==> src/rtl/alu_seq.sv <==
// -----------------------------------------------------------------------------
// alu_seq : registered, multi-cycle ALU between the register block and the
//           writeback mux.
//
// Operands are muxed from the source buses and captured when a request is
// accepted. Logic ops, add/sub and compares finish in one cycle. Shifts move
// one bit position per cycle. The optional multiplier does shift-add, one
// multiplier bit per cycle, for WIDTH steps. Busy tells the control FSM to
// stall.
//
// Configuration macro:
//   ALU_MUL_EN  defined   -> iterative multiplier built in; op 1010 = mul
//               undefined -> no multiplier logic; op 1010 is treated as illegal
//
// Parameters:
//   WIDTH        datapath width in bits (>= 8, power of two)
//
// Ports:
//   clock        rising-edge clock
//   reset        synchronous, active-high reset
//   start        operation request; accepted only while busy == 0
//   AluOp[3:0]   operation select
//   SrcA         A select: 0 = mary, 1 = sp
//   SrcB[1:0]    B select: shelley / zext_imm / sext_imm / sext_ls_imm
//   mary, sp, shelley, zext_imm, sext_imm, sext_ls_imm   operand sources
//   out          registered result; held until the next completion
//   Overflow     registered overflow flag; updated together with out
//   valid        one-cycle pulse in the cycle out/Overflow change
//   busy         high while a multi-cycle op is in flight
// -----------------------------------------------------------------------------
module alu_seq #(
  parameter int WIDTH = 16
) (
  input  logic             clock,
  input  logic             reset,
  input  logic             start,
  input  logic [3:0]       AluOp,
  input  logic             SrcA,
  input  logic [1:0]       SrcB,
  input  logic [WIDTH-1:0] mary,
  input  logic [WIDTH-1:0] sp,
  input  logic [WIDTH-1:0] shelley,
  input  logic [WIDTH-1:0] zext_imm,
  input  logic [WIDTH-1:0] sext_imm,
  input  logic [WIDTH-1:0] sext_ls_imm,
  output logic [WIDTH-1:0] out,
  output logic             Overflow,
  output logic             valid,
  output logic             busy
);

  localparam int SHW = $clog2(WIDTH);  // shift-amount width
  localparam int CW  = SHW + 1;        // step counter must reach WIDTH-1

  typedef enum logic [3:0] {
    OP_AND = 4'b0000,
    OP_OR  = 4'b0001,
    OP_ADD = 4'b0010,
    OP_SUB = 4'b0011,
    OP_SLT = 4'b0100,
    OP_SGT = 4'b0101,
    OP_SEQ = 4'b0110,
    OP_SLL = 4'b0111,
    OP_SRL = 4'b1000,
    OP_SRA = 4'b1001,
    OP_MUL = 4'b1010
  } alu_op_e;

  typedef enum logic {
    S_IDLE = 1'b0,
    S_RUN  = 1'b1
  } state_e;

  // ---------------------------------------------------------------------------
  // State and datapath registers
  // ---------------------------------------------------------------------------
  state_e           state_q, state_d;
  alu_op_e          op_q, op_d;
  logic [WIDTH-1:0] sh_q, sh_d;       // partially shifted operand
  logic [CW-1:0]    cnt_q, cnt_d;     // steps still to run in S_RUN
  logic [WIDTH-1:0] out_q, out_d;
  logic             ovf_q, ovf_d;
  logic             valid_q, valid_d;

`ifdef ALU_MUL_EN
  logic [2*WIDTH-1:0] mcand_q, mcand_d;   // multiplicand, pre-shifted per step
  logic [WIDTH-1:0]   mplier_q, mplier_d; // multiplier, consumed LSB first
  logic [2*WIDTH-1:0] prod_q, prod_d;     // full-width partial product
  logic [2*WIDTH-1:0] prod_step;
`endif

  // ---------------------------------------------------------------------------
  // Operand selection and request decode
  // ---------------------------------------------------------------------------
  logic [WIDTH-1:0] a_mux, b_mux;
  alu_op_e          op_in;
  logic [SHW-1:0]   shamt;
  logic             accept;
  logic             is_shift_in;
  logic             launch_run;
  logic             last_step;

  always_comb begin
    a_mux = SrcA ? sp : mary;
    case (SrcB)
      2'b00:   b_mux = shelley;
      2'b01:   b_mux = zext_imm;
      2'b10:   b_mux = sext_imm;
      default: b_mux = sext_ls_imm;
    endcase
  end

  assign op_in       = alu_op_e'(AluOp);
  assign shamt       = b_mux[SHW-1:0];
  assign accept      = start && (state_q == S_IDLE);
  assign is_shift_in = (op_in == OP_SLL) || (op_in == OP_SRL) || (op_in == OP_SRA);
  assign last_step   = (cnt_q == CW'(1));

  // The first step of every iterative op happens on the accepting edge, so
  // only ops needing two or more steps ever enter S_RUN.
`ifdef ALU_MUL_EN
  assign launch_run = accept && ((is_shift_in && (shamt > SHW'(1))) || (op_in == OP_MUL));
`else
  assign launch_run = accept && is_shift_in && (shamt > SHW'(1));
`endif

  // One bit position of the selected shift.
  function automatic logic [WIDTH-1:0] shift1(input logic [WIDTH-1:0] v,
                                              input alu_op_e          op);
    case (op)
      OP_SLL:  shift1 = {v[WIDTH-2:0], 1'b0};
      OP_SRL:  shift1 = {1'b0, v[WIDTH-1:1]};
      default: shift1 = {v[WIDTH-1], v[WIDTH-1:1]};
    endcase
  endfunction

  // ---------------------------------------------------------------------------
  // Single-cycle ops
  // ---------------------------------------------------------------------------
  logic [WIDTH-1:0] sum, diff;
  logic [WIDTH-1:0] base_res;
  logic             base_ovf;

  assign sum  = a_mux + b_mux;
  assign diff = a_mux - b_mux;

  always_comb begin
    base_res = '0;
    base_ovf = 1'b0;
    case (op_in)
      OP_AND: base_res = a_mux & b_mux;
      OP_OR:  base_res = a_mux | b_mux;
      OP_ADD: begin
        base_res = sum;
        // Like-signed operands whose sum flips sign.
        base_ovf = (a_mux[WIDTH-1] == b_mux[WIDTH-1]) && (sum[WIDTH-1] != a_mux[WIDTH-1]);
      end
      OP_SUB: begin
        base_res = diff;
        // Unlike-signed operands whose difference takes B's sign.
        base_ovf = (a_mux[WIDTH-1] != b_mux[WIDTH-1]) && (diff[WIDTH-1] != a_mux[WIDTH-1]);
      end
      OP_SLT:  base_res = WIDTH'($signed(a_mux) < $signed(b_mux));
      OP_SGT:  base_res = WIDTH'($signed(a_mux) > $signed(b_mux));
      OP_SEQ:  base_res = WIDTH'(a_mux == b_mux);
      default: base_res = '0;
    endcase
  end

  // ---------------------------------------------------------------------------
  // FSM: state register / next state / outputs
  // ---------------------------------------------------------------------------
  always_ff @(posedge clock) begin
    // NOTE: registers take non-blocking assignments so every flop samples
    // pre-edge values regardless of block ordering.
    if (reset) state_q <= S_IDLE;
    else       state_q <= state_d;
  end

  always_comb begin
    // NOTE: a default on entry to every always_comb keeps each path assigned,
    // so no latch is inferred.
    state_d = state_q;
    case (state_q)
      S_IDLE:  if (launch_run) state_d = S_RUN;
      S_RUN:   if (last_step)  state_d = S_IDLE;
      default: state_d = S_IDLE;
    endcase
  end

  always_comb begin
    busy = (state_q == S_RUN);
  end

  // ---------------------------------------------------------------------------
  // Datapath next-state
  // ---------------------------------------------------------------------------
  always_comb begin
    op_d    = op_q;
    sh_d    = sh_q;
    cnt_d   = cnt_q;
    out_d   = out_q;
    ovf_d   = ovf_q;
    valid_d = 1'b0;
`ifdef ALU_MUL_EN
    mcand_d   = mcand_q;
    mplier_d  = mplier_q;
    prod_d    = prod_q;
    prod_step = prod_q + (mplier_q[0] ? mcand_q : '0);
`endif

    if (accept) begin
      op_d  = op_in;
      cnt_d = '0;
      case (op_in)
        OP_AND, OP_OR, OP_ADD, OP_SUB, OP_SLT, OP_SGT, OP_SEQ: begin
          out_d   = base_res;
          ovf_d   = base_ovf;
          valid_d = 1'b1;
        end
        OP_SLL, OP_SRL, OP_SRA: begin
          if (shamt == '0) begin
            out_d   = a_mux;
            ovf_d   = 1'b0;
            valid_d = 1'b1;
          end else if (shamt == SHW'(1)) begin
            out_d   = shift1(a_mux, op_in);
            ovf_d   = 1'b0;
            valid_d = 1'b1;
          end else begin
            sh_d  = shift1(a_mux, op_in);
            cnt_d = {1'b0, shamt} - CW'(1);
          end
        end
`ifdef ALU_MUL_EN
        OP_MUL: begin
          // Step for multiplier bit 0 happens here; WIDTH-1 steps remain.
          prod_d   = b_mux[0] ? {{WIDTH{1'b0}}, a_mux} : '0;
          mcand_d  = {{(WIDTH-1){1'b0}}, a_mux, 1'b0};
          mplier_d = {1'b0, b_mux[WIDTH-1:1]};
          cnt_d    = CW'(WIDTH - 1);
        end
`endif
        default: begin
          out_d   = '0;
          ovf_d   = 1'b0;
          valid_d = 1'b1;
        end
      endcase
    end else if (state_q == S_RUN) begin
      cnt_d = cnt_q - CW'(1);
`ifdef ALU_MUL_EN
      if (op_q == OP_MUL) begin
        prod_d   = prod_step;
        mcand_d  = {mcand_q[2*WIDTH-2:0], 1'b0};
        mplier_d = {1'b0, mplier_q[WIDTH-1:1]};
        if (last_step) begin
          out_d   = prod_step[WIDTH-1:0];
          ovf_d   = |prod_step[2*WIDTH-1:WIDTH];
          valid_d = 1'b1;
        end
      end else
`endif
      begin
        sh_d = shift1(sh_q, op_q);
        if (last_step) begin
          out_d   = shift1(sh_q, op_q);
          ovf_d   = 1'b0;
          valid_d = 1'b1;
        end
      end
    end
  end

  // ---------------------------------------------------------------------------
  // Datapath registers
  // ---------------------------------------------------------------------------
  always_ff @(posedge clock) begin
    // NOTE: the operand and step registers are reset too, so an op aborted by
    // reset leaves nothing behind that could later surface as a result.
    if (reset) begin
      op_q     <= OP_AND;
      sh_q     <= '0;
      cnt_q    <= '0;
      out_q    <= '0;
      ovf_q    <= 1'b0;
      valid_q  <= 1'b0;
`ifdef ALU_MUL_EN
      mcand_q  <= '0;
      mplier_q <= '0;
      prod_q   <= '0;
`endif
    end else begin
      op_q     <= op_d;
      sh_q     <= sh_d;
      cnt_q    <= cnt_d;
      out_q    <= out_d;
      ovf_q    <= ovf_d;
      valid_q  <= valid_d;
`ifdef ALU_MUL_EN
      mcand_q  <= mcand_d;
      mplier_q <= mplier_d;
      prod_q   <= prod_d;
`endif
    end
  end

  assign out      = out_q;
  assign Overflow = ovf_q;
  assign valid    = valid_q;

endmodule
==> config.mk <==
export PLATFORM = sky130hd
export DESIGN_NAME = alu_seq
export DESIGN_NICKNAME = d
export VERILOG_FILES = /design/src/rtl/alu_seq.sv
export SDC_FILE = /design/constraint.sdc
export NUM_CORES = 1
export LEC_CHECK = 0
export CAP_MARGIN = 0
export CORE_AREA = 2 2 139 141
export DETAILED_ROUTE_END_ITERATION = 7
export DIE_AREA = 0 0 141 143
export PLACE_DENSITY_LB_ADDON = 0.08
export SLEW_MARGIN = 25
export SYNTH_ARGS = -nofsm -noshare
export SYNTH_HDL_FRONTEND = slang
export SYNTH_SLANG_ARGS = --single-unit
==> constraint.sdc <==
create_clock -name clock -period 4.6 [get_ports clock]
set_input_delay 0.92 -clock clock [delete_from_list [all_inputs] [get_ports clock]]
set_output_delay 0.92 -clock clock [all_outputs]
set_load 0.01 [all_outputs]
# After elaboration in Yosys (flattened, before gate mapping)
# Cells that the tools add are included.
# word_totals
ff_bits	44
in_bits	106
# op_classes
addsub	4
order_cmp	3
eq_ne	24
mux	37
bitwise	3
reduce_logical	16
# op_table
op	count
$mux W16	11
$pmux W16 S7	1
$pmux W16 S2	3
$pmux W16 S3	1
$mux W5	5
$eq A4 B3 Y1 const B	5
$add A16 B16 Y16	1
$and A16 B16 Y16	1
$eq A16 B16 Y1	1
$gt A16 B16 Y1	1
$lt A16 B16 Y1	1
$or A16 B16 Y16	1
$sub A16 B16 Y16	1
$mux W1	13
$eq A4 B4 Y1 const B	3
$eq A4 B1 Y1 const B	2
$eq A4 B2 Y1 const B	2
$logic_not A4 Y1	2
$reduce_or A7 Y1	1
$pmux W1 S2	3
$eq A5 B1 Y1 const B	1
$logic_and A1 B1 Y1	5
$sub A4 B1 Y5 const B	1
$sub A5 B1 Y5 const B	1
15 further kinds	20

# Longest topological paths before layout
# Gate-level depths: netlist of the first run.
# logic_depth
word_depth	8
mapped_depth	14

# Least setup slack after synthesis of the first run
# OpenSTA, ideal clock, no wires.
# synth_timing
kind	input-to-reg
from	in SrcB[0]
to	reg out_q[13] (netlist: out[13])
setup_ns	0.086
t_arrival_ns	4.488
setup_slack_ns	0.027
cell_stages	12
path_cell_list	buf_6 -> buf_1 -> mux4_2 -> ha_1 -> a21o_1 -> a21o_2 -> o21a_1 -> o311ai_0 -> nand3_1 -> or4_1 -> a41o_1 -> a211oi_1
# synth_between
elab_chain_cells	6
elab_cells_between_ends	16
# synth_lines
item	line	text
start: declaration	39	input logic [1:0] SrcB,
$eq A2 B2 Y1 (tied with other cells)	105	case (SrcB)
$pmux W16 S3 (*)	105	
$sub A16 B16 Y16 (tied with other cells)	145	assign diff = a_mux - b_mux;
$pmux W16 S7 / $mux W16 (equally long branches)	150, 222	
$pmux W16 S2	215	case (op_in)
$mux W16	212	if (accept) begin
end signal: assignment	297	out_q <= out_d;
end: declaration	81	logic [WIDTH-1:0] out_q, out_d;
# Every way passes the cells marked *; elsewhere a longest branch is shown, timed or not.
# A chain may end at the register's enable or synchronous reset.

# Worst setup path after layout of the first run
# layout_timing
from	in SrcB[0]
to	reg out_q[10] (netlist: out[10])
# Same word-level chain as after synthesis.

==> results of run 1 <==
[cell usage in the layout, fill, tap and decap left out, types with 22 or more instances in the layout]
| cell type | Yosys | final |
|---|---|---|
| a211oi_1 | 30 | 30 |
| inv_1 | 49 | 49 |
| dfxtp_1 | 44 | 44 |
| nor3_1 | 26 | 26 |
| clkdlybuf4s50_1 | 0 | 124 |
| o21ai_0 | 38 | 38 |
| ha_1 | 53 | 53 |
| buf_4 | 1 | 114 |
| nor2_1 | 84 | 84 |
| nand2_1 | 82 | 82 |
| a21oi_1 | 74 | 73 |
| mux2i_1 | 22 | 22 |
[area by class of cell]
cell class | instances | area [µm²] | share of cell area
clock buffer | 6 | 129 | 0.0164
clock inverter | 2 | 35.0 | 0.00446
multi-input combinational | 598 | 4200 | 0.534
timing repair buffer | 240 | 2140 | 0.272
tap | 234 | 293 | 0.0372
inverter | 50 | 189 | 0.0240
sequential | 44 | 881 | 0.112
[cells by family (layout without fill, tap and decap cells)]
family,count (synthesis),after routing,synth area share
buf+inv,103,298,0.0781
mux,44,44,0.119
fa+ha+maj,55,55,0.128
compound gates,233,233,0.281
simple gates,250,250,0.207
xor+xnor,16,16,0.0256
flops,44,44,0.161
[critical path, delay by kind of cell]
kind | cells | cell delay, ps
buffers and inverters | 3 | 850
adder cells (fa/ha/maj) | 1 | 370
multiplexers | 2 | 890
AO/OA/AOI/OAI | 7 | 1560
[cells in the mapped netlist, drive strengths merged (3+ instances only)]
cell type	number	area share
a211oi	31	0.043
a21o	10	0.014
a21oi	74	0.068
a221oi	8	0.014
a22oi	6	0.0082
a311oi	10	0.016
a31o	3	0.0048
a31oi	8	0.0091
and3	4	0.0046
and4	3	0.0053
buf	18	0.018
clkbuf	34	0.024
dfxtp	44	0.16
ha	53	0.12
inv	49	0.034
mux2	6	0.012
mux2i	22	0.040
mux4	16	0.066
nand2	82	0.056
nand2b	3	0.0034
nand3	9	0.0082
nand3b	4	0.0055
nand4	3	0.0034
nor2	84	0.058
nor2b	7	0.0080
nor3	26	0.024
nor4	9	0.010
o211ai	5	0.0068
o21a	7	0.0096
o21ai	40	0.037
o21bai	4	0.0055
o221ai	4	0.0064
o31ai	8	0.011
or2	3	0.0034
or3	3	0.0034
xnor2	11	0.018
xor2	5	0.0080
[flip-flops by register name, indices dropped and copies added (netlist names)]
| name | flops |
|---|---|
| out | 16 |
| sh_q | 16 |
| cnt_q | 5 |
| op_q | 4 |
| Overflow | 1 |
| busy | 1 |
| valid | 1 |
[final timing paths]
path	cells past startpoint	to	slack, ps
setup / recovery	13	out[10]	160
hold / removal	2	op_q[1]	470
setup reg to reg	7	out[14]	2250
hold reg to reg	2	op_q[1]	470
[layer usage]
metal / vias up / GRT usage / part of all wire
met5: - / 0 / 0
met4: 0 / 0.0500 / 0.016
met3: 27 / 0.0124 / 0.056
met2: 232 / 0.360 / 0.45
met1: 2998 / 0.327 / 0.47
li1: 3100 / - / -
[power breakdown]
group / switching, mW / internal [mW]
clock network: 0.163 / 0.256
logic: 0.515 / 0.484
registers: 0.0243 / 0.413
[repair_timing]
| action | CTS | global route |
|---|---|---|
| endpoints found under the hold margin | 0 | 0 |
| endpoints found under the setup margin | 0 | 3 |
| gates resized for setup | 0 | 3 |
==> impl_metrics.prom, run 1 <==
# TYPE chip_impl_metric gauge
chip_impl_metric{name="seq_area_frac_synth",unit=""} 0.161
chip_impl_metric{name="drive_gt1_frac",unit=""} 0.177
chip_impl_metric{name="dpl-instance-area",unit="µm²"} 7680
chip_impl_metric{name="fin_clk_skew",unit="ps"} 12.9
chip_impl_metric{name="clkTransAtPathRegs",unit="ps"} 70
chip_impl_metric{name="least_margin_pin_slew",unit="ps"} 821
chip_impl_metric{name="max_slew_violation_count",unit=""} 0
chip_impl_info{name="min-delay-start",value="op_q[1]"} 1
chip_impl_metric{name="io_buffer_count",unit=""} 124
chip_impl_metric{name="fp-row-count",unit=""} 50
chip_impl_metric{name="groute.usage.overall",unit=""} 0.223
chip_impl_metric{name="post-route-util",unit=""} 0.423
chip_impl_metric{name="syn_to_final_growth",unit="%"} 43.4
chip_impl_metric{name="chipHeight",unit="µm"} 143
chip_impl_info{name="cts_root_buffer",value="clkbuf_16"} 1
chip_impl_info{name="crit_end_element",value="flip-flop"} 1
chip_impl_metric{name="syn_area",unit="µm²"} 5480
chip_impl_info{name="crit_start",value="SrcB[0]"} 1
chip_impl_info{name="critical_path.startpoint_type",value="primary input"} 1
chip_impl_metric{name="final.period_utilization",unit=""} 0.966
chip_impl_metric{name="route.final.wire_length",unit="mm"} 22.4
chip_impl_metric{name="cap_viol_max_count",unit=""} 0
chip_impl_metric{name="top_level_ports",unit=""} 125
chip_impl_metric{name="holdBufCountCts",unit=""} 0
chip_impl_info{name="r2r-start",value="op_q[3]"} 1
chip_impl_metric{name="via_count",unit=""} 6357
chip_impl_metric{name="clock.fmax",unit="GHz"} 0.225
chip_impl_info{name="ys_dominant_reg_cell",value="dfxtp_1"} 1
chip_impl_info{name="hp-class",value="reg2reg"} 1
chip_impl_metric{name="cts.path.max_buffers",unit=""} 2
chip_impl_metric{name="floorplan.initialDensity",unit=""} 0.295
chip_impl_metric{name="post_synth_inst_count",unit=""} 745
chip_impl_metric{name="total_setup_buffers_inserted_after_cts",unit=""} 0
chip_impl_metric{name="cts-htree-levels",unit=""} 2
chip_impl_metric{name="antenna_violating_nets_post_route",unit=""} 0
chip_impl_metric{name="dp_wirelength",unit="mm"} 18.5
chip_impl_metric{name="timing.critical_path.fanout_max",unit=""} 7
chip_impl_info{name="type_of_the_worst_setup_path",value="in2reg"} 1
chip_impl_info{name="cts_tree",value="yes"} 1
chip_impl_metric{name="fin_total_pwr",unit="mW"} 1.85
chip_impl_metric{name="place_worst_setup_slack",unit="ps"} -89.7
chip_impl_metric{name="layout.filler_cells",unit=""} 1906
chip_impl_metric{name="grt_antenna_before_repair",unit=""} 0
chip_impl_info{name="rsz0062_at_grt",value="false"} 1
chip_impl_metric{name="core_area",unit="µm²"} 18600
chip_impl_metric{name="grt_max_degree",unit=""} 37
chip_impl_metric{name="layout.cells.non_filler",unit=""} 1174
chip_impl_metric{name="setup_viol_count_final",unit=""} 0
chip_impl_metric{name="die_width",unit="µm"} 141
chip_impl_metric{name="timing.critical_path.slowest_cell_delay",unit="ps"} 530
chip_impl_info{name="run_status",value="completed"} 1
chip_impl_metric{name="synth_fp_nets",unit=""} 906
chip_impl_metric{name="yosys_register_bits",unit=""} 44
chip_impl_metric{name="first_iteration_detailed_routing_drc_count",unit=""} 502
chip_impl_metric{name="first_global_vias",unit=""} 6172
chip_impl_metric{name="antenna-diode-count",unit=""} 0
chip_impl_info{name="timing.critical_path.cells",value="clkdlybuf4s50_1 -> buf_4 -> mux4_2 -> ha_1 -> buf_4 -> a21o_1 -> a21oi_1 -> o21ai_1 -> a31o_2 -> a31oi_1 -> mux2_2 -> o31ai_1 -> a311oi_1"} 1
chip_impl_metric{name="via_per_inst",unit=""} 5.41
chip_impl_metric{name="final_period_minus_worst_setup_slack",unit="ps"} 4440
chip_impl_metric{name="synth_edf_count",unit=""} 0
chip_impl_info{name="critical_path.slowest_cell",value="mux4_2"} 1
chip_impl_metric{name="placedCellCount",unit=""} 1166
chip_impl_metric{name="power_density_over_cell_area",unit="nW/µm²"} 236
chip_impl_metric{name="ys_async_sr_fraction",unit=""} 0
chip_impl_metric{name="design_area",unit="µm²"} 7860
chip_impl_metric{name="whs",unit="ps"} 468
chip_impl_metric{name="die_area",unit="µm²"} 20200
chip_impl_info{name="crit_path_frequent_cell",value="buf_4"} 1
chip_impl_metric{name="tritoncts_num_sinks",unit=""} 44
chip_impl_metric{name="clk-insertion-delay-late",unit="ps"} 300
chip_impl_metric{name="static_power_due_to_leakage",unit="nW"} 3.31
chip_impl_metric{name="grt_first_pass_wirelength",unit="mm"} 35.2
chip_impl_metric{name="globalRouteOverflowTotal",unit=""} 0
chip_impl_metric{name="design.final.nets",unit=""} 1100
chip_impl_metric{name="post_synth_num_cell_types",unit=""} 71
chip_impl_metric{name="critPathArrivalTime",unit="ps"} 4600
chip_impl_metric{name="cts_buf_count",unit=""} 5
chip_impl_metric{name="peakVddDrop",unit="µV"} 173
chip_impl_metric{name="routedWlPerCell",unit="µm"} 19.1
chip_impl_metric{name="drcViolationCount",unit=""} 0
chip_impl_metric{name="totalNegativeSetupSlack",unit="ps"} 0
chip_impl_metric{name="worstPathRequired",unit="ps"} 4760
chip_impl_metric{name="gp_weighted_congestion",unit=""} 0.912
chip_impl_metric{name="setup_slack",unit="ps"} 158
chip_impl_metric{name="ys.warnings.count",unit=""} 0
chip_impl_metric{name="report.final.hold_viol_count",unit=""} 0
chip_impl_metric{name="dr.pass1.iters",unit=""} 5
chip_impl_metric{name="slew_headroom",unit=""} 0.453
chip_impl_metric{name="synthesis.area_per_instance",unit="µm²"} 7.36
No activity file was read; power rests on OpenSTA's default activity.
==> run 2: changes to the inputs <==
--- a/config.mk
+++ b/config.mk
@@ -9,6 +9,7 @@
 export CORE_AREA = 2 2 139 141
 export DETAILED_ROUTE_END_ITERATION = 7
 export DIE_AREA = 0 0 141 143
+export HOLD_SLACK_MARGIN = 0.1
 export PLACE_DENSITY_LB_ADDON = 0.08
 export SLEW_MARGIN = 25
 export SYNTH_ARGS = -nofsm -noshare
==> results of run 2 <==
Final layout, timing and power as in run 1 (identical DEF).
==> run 3: changes to the inputs <==
--- a/config.mk
+++ b/config.mk
@@ -10,7 +10,7 @@
 export DETAILED_ROUTE_END_ITERATION = 7
 export DIE_AREA = 0 0 141 143
 export HOLD_SLACK_MARGIN = 0.1
-export PLACE_DENSITY_LB_ADDON = 0.08
+export PLACE_DENSITY = 0.57
 export SLEW_MARGIN = 25
 export SYNTH_ARGS = -nofsm -noshare
 export SYNTH_HDL_FRONTEND = slang
==> run 3 against run 2 <==
  * Count of clock-buffer cells in the layout down 1
  * Setup slack got worse by 51 ps
  * Non-clock buffer count is 23 lower
  * First-iteration DRC count rose by 28%
  * Total power shrank 2.4%
  * Cell area shrank 2.1%
  * Hold slack gained 7.1 ps
  * Via count shrank 2.6%
  * Largest cell class unchanged
  * Highest routed layer unchanged
==> impl_metrics.prom, run 3 (synthesized netlist as in run 1, its figures left out) <==
# TYPE chip_impl_metric gauge
chip_impl_metric{name="cts_buf_count",unit=""} 5
chip_impl_info{name="run_status",value="completed"} 1
chip_impl_info{name="crit_end_element",value="flip-flop"} 1
chip_impl_metric{name="critPathArrivalTime",unit="ps"} 4690
chip_impl_metric{name="io_buffer_count",unit=""} 124
chip_impl_metric{name="report.final.hold_viol_count",unit=""} 0
chip_impl_metric{name="gp_weighted_congestion",unit=""} 0.905
chip_impl_info{name="most_common_cell_after_layout_fill_and_taps_aside",value="clkdlybuf4s50_1"} 1
chip_impl_metric{name="die_area",unit="µm²"} 20200
chip_impl_metric{name="top_level_ports",unit=""} 125
chip_impl_metric{name="grt_first_pass_wirelength",unit="mm"} 32.7
chip_impl_metric{name="static_power_due_to_leakage",unit="nW"} 3.21
chip_impl_metric{name="timing.critical_path.slowest_cell_delay",unit="ps"} 530
chip_impl_metric{name="hold_depth",unit=""} 2
chip_impl_info{name="r2r-start",value="busy"} 1
chip_impl_info{name="endpoint",value="out[13]"} 1
chip_impl_info{name="type_of_the_worst_setup_path",value="in2reg"} 1
chip_impl_info{name="hp-class",value="reg2reg"} 1
chip_impl_metric{name="core_area",unit="µm²"} 18600
chip_impl_info{name="crit_start",value="SrcB[0]"} 1
chip_impl_metric{name="final.period_utilization",unit=""} 0.977
chip_impl_metric{name="dpl-instance-area",unit="µm²"} 7520
chip_impl_metric{name="cts-htree-levels",unit=""} 2
chip_impl_metric{name="final_period_minus_worst_setup_slack",unit="ps"} 4490
chip_impl_metric{name="max_slew_violation_count",unit=""} 0
chip_impl_metric{name="syn_to_final_growth",unit="%"} 40.4
chip_impl_metric{name="grt_antenna_before_repair",unit=""} 0
chip_impl_metric{name="design.final.nets",unit=""} 1077
chip_impl_info{name="timing.critical_path.cells",value="clkdlybuf4s50_1 -> buf_4 -> mux4_2 -> ha_1 -> a21o_1 -> a21o_2 -> o21a_1 -> o311ai_0 -> nand3_1 -> or4_1 -> a41o_1 -> a211oi_1"} 1
chip_impl_metric{name="cts.path.max_buffers",unit=""} 2
chip_impl_metric{name="fin_clk_skew",unit="ps"} 7.93
chip_impl_metric{name="setup_viol_count_final",unit=""} 0
chip_impl_metric{name="design_area",unit="µm²"} 7700
chip_impl_metric{name="clk-insertion-delay-late",unit="ps"} 290
chip_impl_metric{name="least_margin_pin_slew",unit="ps"} 883
chip_impl_metric{name="die_width",unit="µm"} 141
chip_impl_metric{name="total_setup_buffers_inserted_after_cts",unit=""} 0
chip_impl_metric{name="clock.fmax",unit="GHz"} 0.223
chip_impl_metric{name="cts_resized",unit=""} 0
chip_impl_metric{name="drive_gt1_frac",unit=""} 0.155
chip_impl_metric{name="groute.usage.overall",unit=""} 0.204
chip_impl_metric{name="reg2regPathDepth",unit=""} 9
chip_impl_metric{name="holdBufCountCts",unit=""} 0
chip_impl_info{name="cts_tree",value="yes"} 1
chip_impl_info{name="cts_root_buffer",value="clkbuf_16"} 1
chip_impl_metric{name="grt_max_degree",unit=""} 33
chip_impl_metric{name="dr.pass1.iters",unit=""} 5
chip_impl_metric{name="power_density_over_cell_area",unit="nW/µm²"} 235
chip_impl_metric{name="tritoncts_num_sinks",unit=""} 44
chip_impl_metric{name="dp_wirelength",unit="mm"} 16.8
chip_impl_metric{name="chipHeight",unit="µm"} 143
chip_impl_metric{name="clkTransAtPathRegs",unit="ps"} 70
chip_impl_metric{name="fp-row-count",unit=""} 50
chip_impl_metric{name="first_global_vias",unit=""} 6004
chip_impl_metric{name="reg2reg_setup_slack",unit="ps"} 2240
chip_impl_metric{name="via_per_inst",unit=""} 5.38
chip_impl_metric{name="routedWlPerCell",unit="µm"} 17.8
chip_impl_metric{name="totalNegativeSetupSlack",unit="ps"} 0
chip_impl_metric{name="antenna_violating_nets_post_route",unit=""} 0
chip_impl_metric{name="floorplan.initialDensity",unit=""} 0.295
chip_impl_metric{name="peakVddDrop",unit="µV"} 147
chip_impl_metric{name="drcViolationCount",unit=""} 0
chip_impl_info{name="critical_path.startpoint_type",value="primary input"} 1
chip_impl_metric{name="first_iteration_detailed_routing_drc_count",unit=""} 645
chip_impl_metric{name="worstPathRequired",unit="ps"} 4800
chip_impl_metric{name="route.final.wire_length",unit="mm"} 20.5
chip_impl_metric{name="slew_headroom",unit=""} 0.409
chip_impl_info{name="worstReg2RegEnd",value="out[12]"} 1
chip_impl_metric{name="globalRouteOverflowTotal",unit=""} 0
chip_impl_metric{name="cap_viol_max_count",unit=""} 0
chip_impl_info{name="final_cell_mix",value="clkdlybuf4s50_1 (124), buf_4 (90), nor2_1 (84)"} 1
chip_impl_metric{name="timing.critical_path.fanout_max",unit=""} 8
chip_impl_info{name="rsz0062_at_grt",value="false"} 1
chip_impl_info{name="critical_path.slowest_cell",value="clkdlybuf4s50_1"} 1
chip_impl_metric{name="via_count",unit=""} 6192
chip_impl_metric{name="antenna-diode-count",unit=""} 0
[run 3: area by class of cell]
type                    instances  area [µm²]
inverters                      50         189
well taps                     234         293
repair buffers                217        1980
clock inverters                 3        47.5
flip-flops and latches         44         881
clock buffers                   5         125
fillers                      1920       10900
multi-input cells             598        4190
[run 3: per-stage QoR]
step	power (mW)	worst slack (ps)	utilization	std cells	hold slack, ps
6_report	1.81	108	0.414	1151	475
5_1_grt	1.92	13.4	0.414	1151	496
4_1_cts	1.80	181	0.414	1151	478
3_5_place_dp	1.38	-111	0.405	1143	469
3_3_place_gp	1.38	-84.4	0.405	1143	461
2_1_floorplan	0.977	26.7	-	745	442
[run 3: where the power goes]
group | total, mW | switching (mW) | leakage, nW | internal [mW]
logic | 0.947 | 0.490 | 2.76 | 0.457
clock network | 0.426 | 0.167 | 0.0840 | 0.258
registers | 0.437 | 0.0242 | 0.361 | 0.413
[run 3: worst min path at each step]
| stage | startpoint | endpoint | slack (ps) |
|---|---|---|---|
| after floorplan | sh_q[14] | sh_q[14] | 440 |
| after global placement | sh_q[14] | sh_q[14] | 460 |
| after detailed placement | op_q[2] | op_q[2] | 470 |
| after CTS | op_q[2] | op_q[2] | 480 |
| after global routing | op_q[2] | op_q[2] | 500 |
| final | op_q[2] | op_q[2] | 480 |
[run 3: per-layer routing]
layer	global-route usage	share of wire
met5	0	0
met4	0.0516	0.017
met3	0.0342	0.064
met2	0.334	0.46
met1	0.279	0.46
[run 3: critical path, delay by kind of cell]
family | cells | cell delay (ps)
and+or+nand+nor | 2 | 700
AOI/OAI and AO/OA | 6 | 1480
buffers and inverters | 2 | 750
adders and majority gates | 1 | 320
muxes | 1 | 530
